<file path="config.mk">
export PLATFORM = sky130hd
export DESIGN_NAME = sat_counter_table
export DESIGN_NICKNAME = d
export VERILOG_FILES = /design/src/rtl/sat_counter_table.sv
export SDC_FILE = /design/constraint.sdc
export NUM_CORES = 2
export LEC_CHECK = 0
export ABC_CLOCK_PERIOD_IN_PS = 38400
export BUFFER_PORTS_ARGS = -buffer_cell sky130_fd_sc_hd__buf_2
export CAP_MARGIN = 20
export CORE_AREA = 3 3 446 448
export CTS_BUF_LIST = sky130_fd_sc_hd__clkbuf_4
export DETAILED_ROUTE_END_ITERATION = 8
export DIE_AREA = 0 0 449 451
export HOLD_SLACK_MARGIN = 0.08
export PLACE_DENSITY_LB_ADDON = 0.25
export SLEW_MARGIN = 0
export SYNTH_ARGS = -nofsm -noshare
export SYNTH_HDL_FRONTEND = slang
export SYNTH_SLANG_ARGS = --single-unit
</file>
<file path="constraint.sdc">
create_clock -name clk -period 38.4 [get_ports clk]
set_input_delay 11.52 -clock clk [delete_from_list [all_inputs] [get_ports clk]]
set_output_delay 11.52 -clock clk [all_outputs]
set_load 0.02 [all_outputs]
</file>
<file path="src/rtl/sat_counter_table.sv">
// Pattern-history table of saturating counters with combinational lookups, one RMW update port
// and a sequential init sweep after reset or flush.
module sat_counter_table #(
  parameter int unsigned S_INDEX    = 10,
  parameter int unsigned CTR_WIDTH  = 2,
  parameter int unsigned INIT_VALUE = 1,
  parameter int unsigned NUM_RD     = 2
) (
  input  logic                          clk,
  input  logic                          rst_n,
  input  logic                          flush,
  input  logic [NUM_RD*S_INDEX-1:0]     rd_index,
  output logic [NUM_RD*CTR_WIDTH-1:0]   rd_ctr,
  output logic [NUM_RD-1:0]             rd_taken,
  input  logic                          upd_valid,
  input  logic [S_INDEX-1:0]            upd_index,
  input  logic                          upd_taken,
  output logic                          ready
);

  localparam int unsigned            Depth   = 2 ** S_INDEX;
  localparam logic [CTR_WIDTH-1:0]   InitVal = CTR_WIDTH'(INIT_VALUE);
  localparam logic [CTR_WIDTH-1:0]   CtrMax  = '1;

  typedef enum logic {StInit, StReady} state_e;

  state_e               r_state, w_state_nxt;
  logic [S_INDEX-1:0]   r_sweep_idx, w_sweep_nxt;
  logic [CTR_WIDTH-1:0] r_mem [Depth];

  logic                 w_init_wr;
  logic                 w_upd_acc;
  logic [CTR_WIDTH-1:0] w_upd_old;
  logic [CTR_WIDTH-1:0] w_upd_new;

  assign ready     = (r_state == StReady);
  assign w_upd_acc = upd_valid & ready & ~flush;
  assign w_upd_old = r_mem[upd_index];

  always_comb begin
    w_upd_new = w_upd_old;
    if (upd_taken && (w_upd_old != CtrMax)) begin
      w_upd_new = w_upd_old + CTR_WIDTH'(1);
    end else if (!upd_taken && (w_upd_old != '0)) begin
      w_upd_new = w_upd_old - CTR_WIDTH'(1);
    end
  end

  always_comb begin
    w_state_nxt = r_state;
    w_sweep_nxt = r_sweep_idx;
    w_init_wr   = 1'b0;
    if (flush) begin
      // Flush restarts the sweep without writing on this edge.
      w_state_nxt = StInit;
      w_sweep_nxt = '0;
    end else if (r_state == StInit) begin
      w_init_wr   = 1'b1;
      w_sweep_nxt = r_sweep_idx + S_INDEX'(1);
      if (r_sweep_idx == '1) begin
        w_state_nxt = StReady;
      end
    end
  end

  always_ff @(posedge clk or negedge rst_n) begin
    if (!rst_n) begin
      r_state     <= StInit;
      r_sweep_idx <= '0;
    end else begin
      r_state     <= w_state_nxt;
      r_sweep_idx <= w_sweep_nxt;
    end
  end

  // Storage is deliberately not reset; the sweep initialises it.
  always_ff @(posedge clk) begin
    if (w_init_wr) begin
      r_mem[r_sweep_idx] <= InitVal;
    end else if (w_upd_acc) begin
      r_mem[upd_index] <= w_upd_new;
    end
  end

  for (genvar g = 0; g < NUM_RD; g++) begin : g_rd
    logic [S_INDEX-1:0]   w_idx;
    logic [CTR_WIDTH-1:0] w_val;

    assign w_idx = rd_index[g*S_INDEX +: S_INDEX];

    always_comb begin
      w_val = r_mem[w_idx];
      if (r_state == StInit) begin
        w_val = InitVal;
      end else if (w_upd_acc && (w_idx == upd_index)) begin
        w_val = w_upd_new;
      end
    end

    assign rd_ctr[g*CTR_WIDTH +: CTR_WIDTH] = w_val;
    assign rd_taken[g]                      = w_val[CTR_WIDTH-1];
  end

endmodule
</file>
* Word level (Yosys, flattened, before mapping)
Memory sizes are Yosys's and may differ from the RTL's.
Index checks and enable logic that the tools add are counted.
** Storage, ports and cells
- Bits in latches :: 0
- Memory bits (read-only) :: 0
- Flip-flop bits (word level) :: 11
- RAM bits :: 2048
- Memories kept :: 1
- Word-level logic and storage cells :: 42
** Operators by class
- Bitwise logic cells :: 3
- Eq/ne operators :: 5
- Multiply operators :: 0
- Magnitude comparators :: 0
- Divide/modulo/power cells :: 0
- Multiplexer cells :: 21
- Add/subtract/negate cells :: 3
- Shift operators :: 0
- Reduce and logical (&&, ||, !) cells :: 7
** Memories
- r_mem :: words 1024, bits a word 2, rd ports 3, clocked after memory_dff 0, wr ports 1, RTL line 29 : logic [CTR_WIDTH-1:0] r_mem [Depth];
** Operators with widths (count)
- $mux W10 :: 3
- $eq A10 B10 Y1 :: 2
- $mux W2 :: 7
- $mux W1 :: 11
- $add A10 B1 Y10 const B :: 1
- $eq A10 B10 Y1 const B :: 1
- $logic_and A1 B1 Y1 :: 4
- $ne A2 B2 Y1 const B :: 2
- $add A2 B1 Y2 const B :: 1
- $and A1 B1 Y1 :: 2
- $reduce_bool A2 Y1 :: 1
- $reduce_or A2 Y1 :: 1
- $sub A2 B1 Y2 const B :: 1
- $logic_not A1 Y1 :: 1
- $not A1 Y1 :: 1

* Logic depth before layout (Yosys ltp)
- Word-level depth :: 7
- Mapped depth :: 26

* Least setup slack after synthesis
Ideal clock, no wire load.
- Kind :: input to register
- Start point :: input upd_index[0]
- End point :: memory r_mem[0][1] (data pin)
- Required time :: 32.725 ns
- Arrival :: 41.722 ns
- Buffers on the path :: 4
- Stages on the path :: 15
- Setup slack :: -8.996 ns
- Cells stage by stage :: buf_6 buf_6 buf_6 buf_6 mux4_2 mux4_2 o2111ai_1 a41oi_1 o311ai_1 o21ai_1 nor2_1 ha_1 o31ai_1 inv_1 a21oi_1
** On the way
- Cells in the longest elaborated chain, start to end :: 6
** RTL lines
- start, declared :: RTL line 16 : input logic [S_INDEX-1:0] upd_index,
- $mem_v2 Z1024 W2 (*)
- parallel branches: the longest is 3 deep, another holds $sub A2 B1 Y2
- $mux W2 (*) :: RTL line 42 : if (upd_taken && (w_upd_old != CtrMax)) begin
- $mux W2 (no source line) (*)
- end, declared :: RTL line 29
Every way passes the cells marked *.

* Final worst setup path
- Start point :: input upd_index[1]
- End point :: output rd_taken[1]
** On the way
- Cells in the longest elaborated chain, start to end :: 7
** RTL lines
- parallel branches: the longest is 5 deep, another holds $mem_v2 Z1024 W2
- $mux W2 (*) :: RTL line 95 : end else if (w_upd_acc && (w_idx == upd_index)) begin
- $mux W2 (*) :: RTL line 93 : if (r_state == StInit) begin
- end, declared :: RTL line 14 : output logic [NUM_RD-1:0] rd_taken,
Marks and branches as above.

==> run metrics <==
fmax 33.3 MHz; origin of the worst min-delay path r_sweep_idx[4]$_DFFE_PN0P_; gr busiest metal met2; met3 Use GR 19.0%; Synth Warn # 0; DRT antenna net count 0; Remaining DRCs 0; crit path kind input pin to primary output; die height 451 um; Yosys cell types 77; DRT iter0 DRCs 16.0k; met2 GRT Util 57.9%; crit path setup slack, layout 8360 ps; final WL 416,000 um; Main synth FF type edfxtp_1; Final Hold Viols 0; postcts setup bufs 0; Via Count 80.4k; CTS clk-pin slew, worst paths 60 ps; Synth Cell Area 117,000 um2; Startpoint Class input pin; hold crit path type flop to flop; Area after DPL 119,000 um2; Worst EP required 26,880 ps; Hold EP r_sweep_idx[4]$_DFFE_PN0P_; status complete, no violations; IO buf count 41; Max VDD drop 0.0309 mV; post-synth top area share 52.6%; final instance area 126,000 um2; Clock Skews 126 ps; largest net degree at the start of global routing 270; EDFF count, synth 2,048; Post-Place Setup Slack 8840 ps; Syn Nets 6,706; #FFs+latches synth 2,059; fin crit share 78.2%; Async SR Flop Fraction 0.534%; Root Buffer clkbuf_4; die area 202,000 um2; CTS tree built; M1 GR Usage 50.9%; H-tree Lvls 6; via density per instance 8.20; Die Wd 449 um; Critical Path Source upd_index[1]; Crit Path Max Fanout 52; CTS max path bufs 4; CP endpoint kind primary output; top post-synthesis cells by area edfxtp_1 53%, mux4_2 35%, nor2_1 3.5%, clkbuf_1 1.2%, a22oi_1 0.89%; crit path time final 30,040 ps; RSZ-0062 raised after global routing false; reg2reg end r_mem[786][1]$_DFFE_PP_; Post-synth top cells 2,048 x edfxtp_1, 1,813 x mux4_2, 1,105 x nor2_1, 369 x clkbuf_1, 203 x nand2_1; Hold Buf Count CTS 0; drt pass-1 iters 7; Syn Area/Cell 17.5 um2; R2R setup slack 30,560 ps; final net count 6,828; Synth-to-Final Area Change 7.98%; maxcap violations 0; initial antenna violation count 42; register area share after synthesis 52.8%; gr ovfl total 0; post-cts resize count 0; I/O Pins 42; Yosys top cell by area edfxtp_1; Final setup viols 0; drt wl/cell 42.4 um; Rows 162; Sink Count 2,059; P per Cell Area 38.0 nW/um2; cts bufs inserted 560; total power 4790 uW; Final Slew Violations 0; Skew-Pair Late Insertion Delay 1490 ps; Reg2Reg Depth 16; worst r2r src r_mem[917][1]$_DFFE_PP_; vias in the first global route 78.5k; count leader, synth edfxtp_1; first-pass GRT wire length 586,000 um; Hold Crit Depth 2; GRT Resource Usage Total 41.2%; Final TNS setup 0 ps; Tightest Pin Transition 1360 ps; Starting Density 60.0%; WP data arrival 18,520 ps; gpl congestion 0.993; proportion of layout cells with a drive suffix above 1 41.8%; LEAKAGE 0.0434 uW; hpwl dp 251,000 um; core area 195,000 um2; max_slew headroom 9.15%; Synth Instances 6,668
## layout by cell type (no fill, tap or decap), types with 16 or more instances in the layout
cell,synthesis,layout
xor2_1,25,25
o21ai_0,25,25
nand2_4,0,32
clkbuf_4,0,777
nor4_1,20,18
a22o_1,19,19
mux2_2,16,16
mux2i_1,103,103
nand2_1,203,169
nor2_1,1105,1101
a21oi_1,71,70
nand4_1,21,21
a22oi_1,139,139
nor3_1,36,36
buf_2,138,29
a221oi_1,19,19
nand3_1,40,40
nor2b_1,22,17
diode_2,0,33
clkinv_2,0,29
edfxtp_1,2048,2048
buf_16,0,19
clkinv_1,1,95
a31oi_1,16,16
nand2b_1,21,20
buf_4,68,178
mux4_2,1813,1813
o22ai_1,29,29
## cells by family (layout without fill, tap and decap cells)
group	count (synthesis)	after routing	synth area share (%)
mux	1934	1934	36.0
buf+inv	709	1192	3.13
xor+xnor	28	28	0.210
fa+ha+maj	3	3	0.0321
simple gates	1523	1523	5.32
flops	2059	2059	52.8
other cells	0	33	0
compound gates	412	412	2.48
## per-stage QoR
step           hold slack [ps]  utilization, %  instances
2_1_floorplan              525               -       6668
3_3_place_gp               552            61.0       8826
3_5_place_dp               562            61.2       8843
4_1_cts                    576            64.6       9766
5_1_grt                    617            64.7       9784
6_report                   582            64.7       9808
## registers in the layout (all words and copies together), names as in the netlist
| register | count |
|---|---|
| ready | 1 |
| r_mem | 2048 |
| r_sweep_idx | 10 |
## report_power, final
group          internal, uW  total [uW]  switching [uW]
combinational           144         397             252
sequential             2430        2430           0.622
clock                  1000        1970             963
total                  3580        4790            1220
## cell type report
class                   count  area, um2
diodes                     33       82.6
clock buffers             775       5820
clock inverters           148        885
fillers                 13509      68700
inverters                  13       58.8
multi-input cells        3900      51800
flip-flops and latches   2059      61800
well taps                2624       3280
repair buffers            256       2510
## worst max-delay path by stage
stage / slack (ps) / depth (start not counted) / end
final: 8360 / 20 / rd_taken[1]
after global routing: 8510 / 23 / rd_taken[1]
after CTS: 8810 / 20 / rd_taken[1]
after detailed placement: 8840 / 20 / rd_taken[1]
after global placement: 8780 / 20 / rd_taken[1]
after floorplan: 4770 / 15 / r_mem[0][1]$_DFFE_PP_
## routing by layer
metal	wire length [um]	vias to the layer above
met2	182000	8898
met5	368	-
li1	-	28917
met3	73900	2075
met4	35200	34
met1	125000	40501
## worst max-delay path, stage by stage
cell	delay (ps)
buf_8	430
buf_4	530
buf_4	680
buf_4	770
mux4_2	400
mux2i_1	140
nor3_1	70
a211oi_1	850
a311oi_1	240
o311ai_1	480
buf_4	210
o21ai_1	140
nor2_1	270
ha_1	330
o31ai_1	350
inv_1	150
nor2_1	120
o21ai_1	110
o31ai_1	160
buf_2	260
Power figures use the tool's default switching activity.
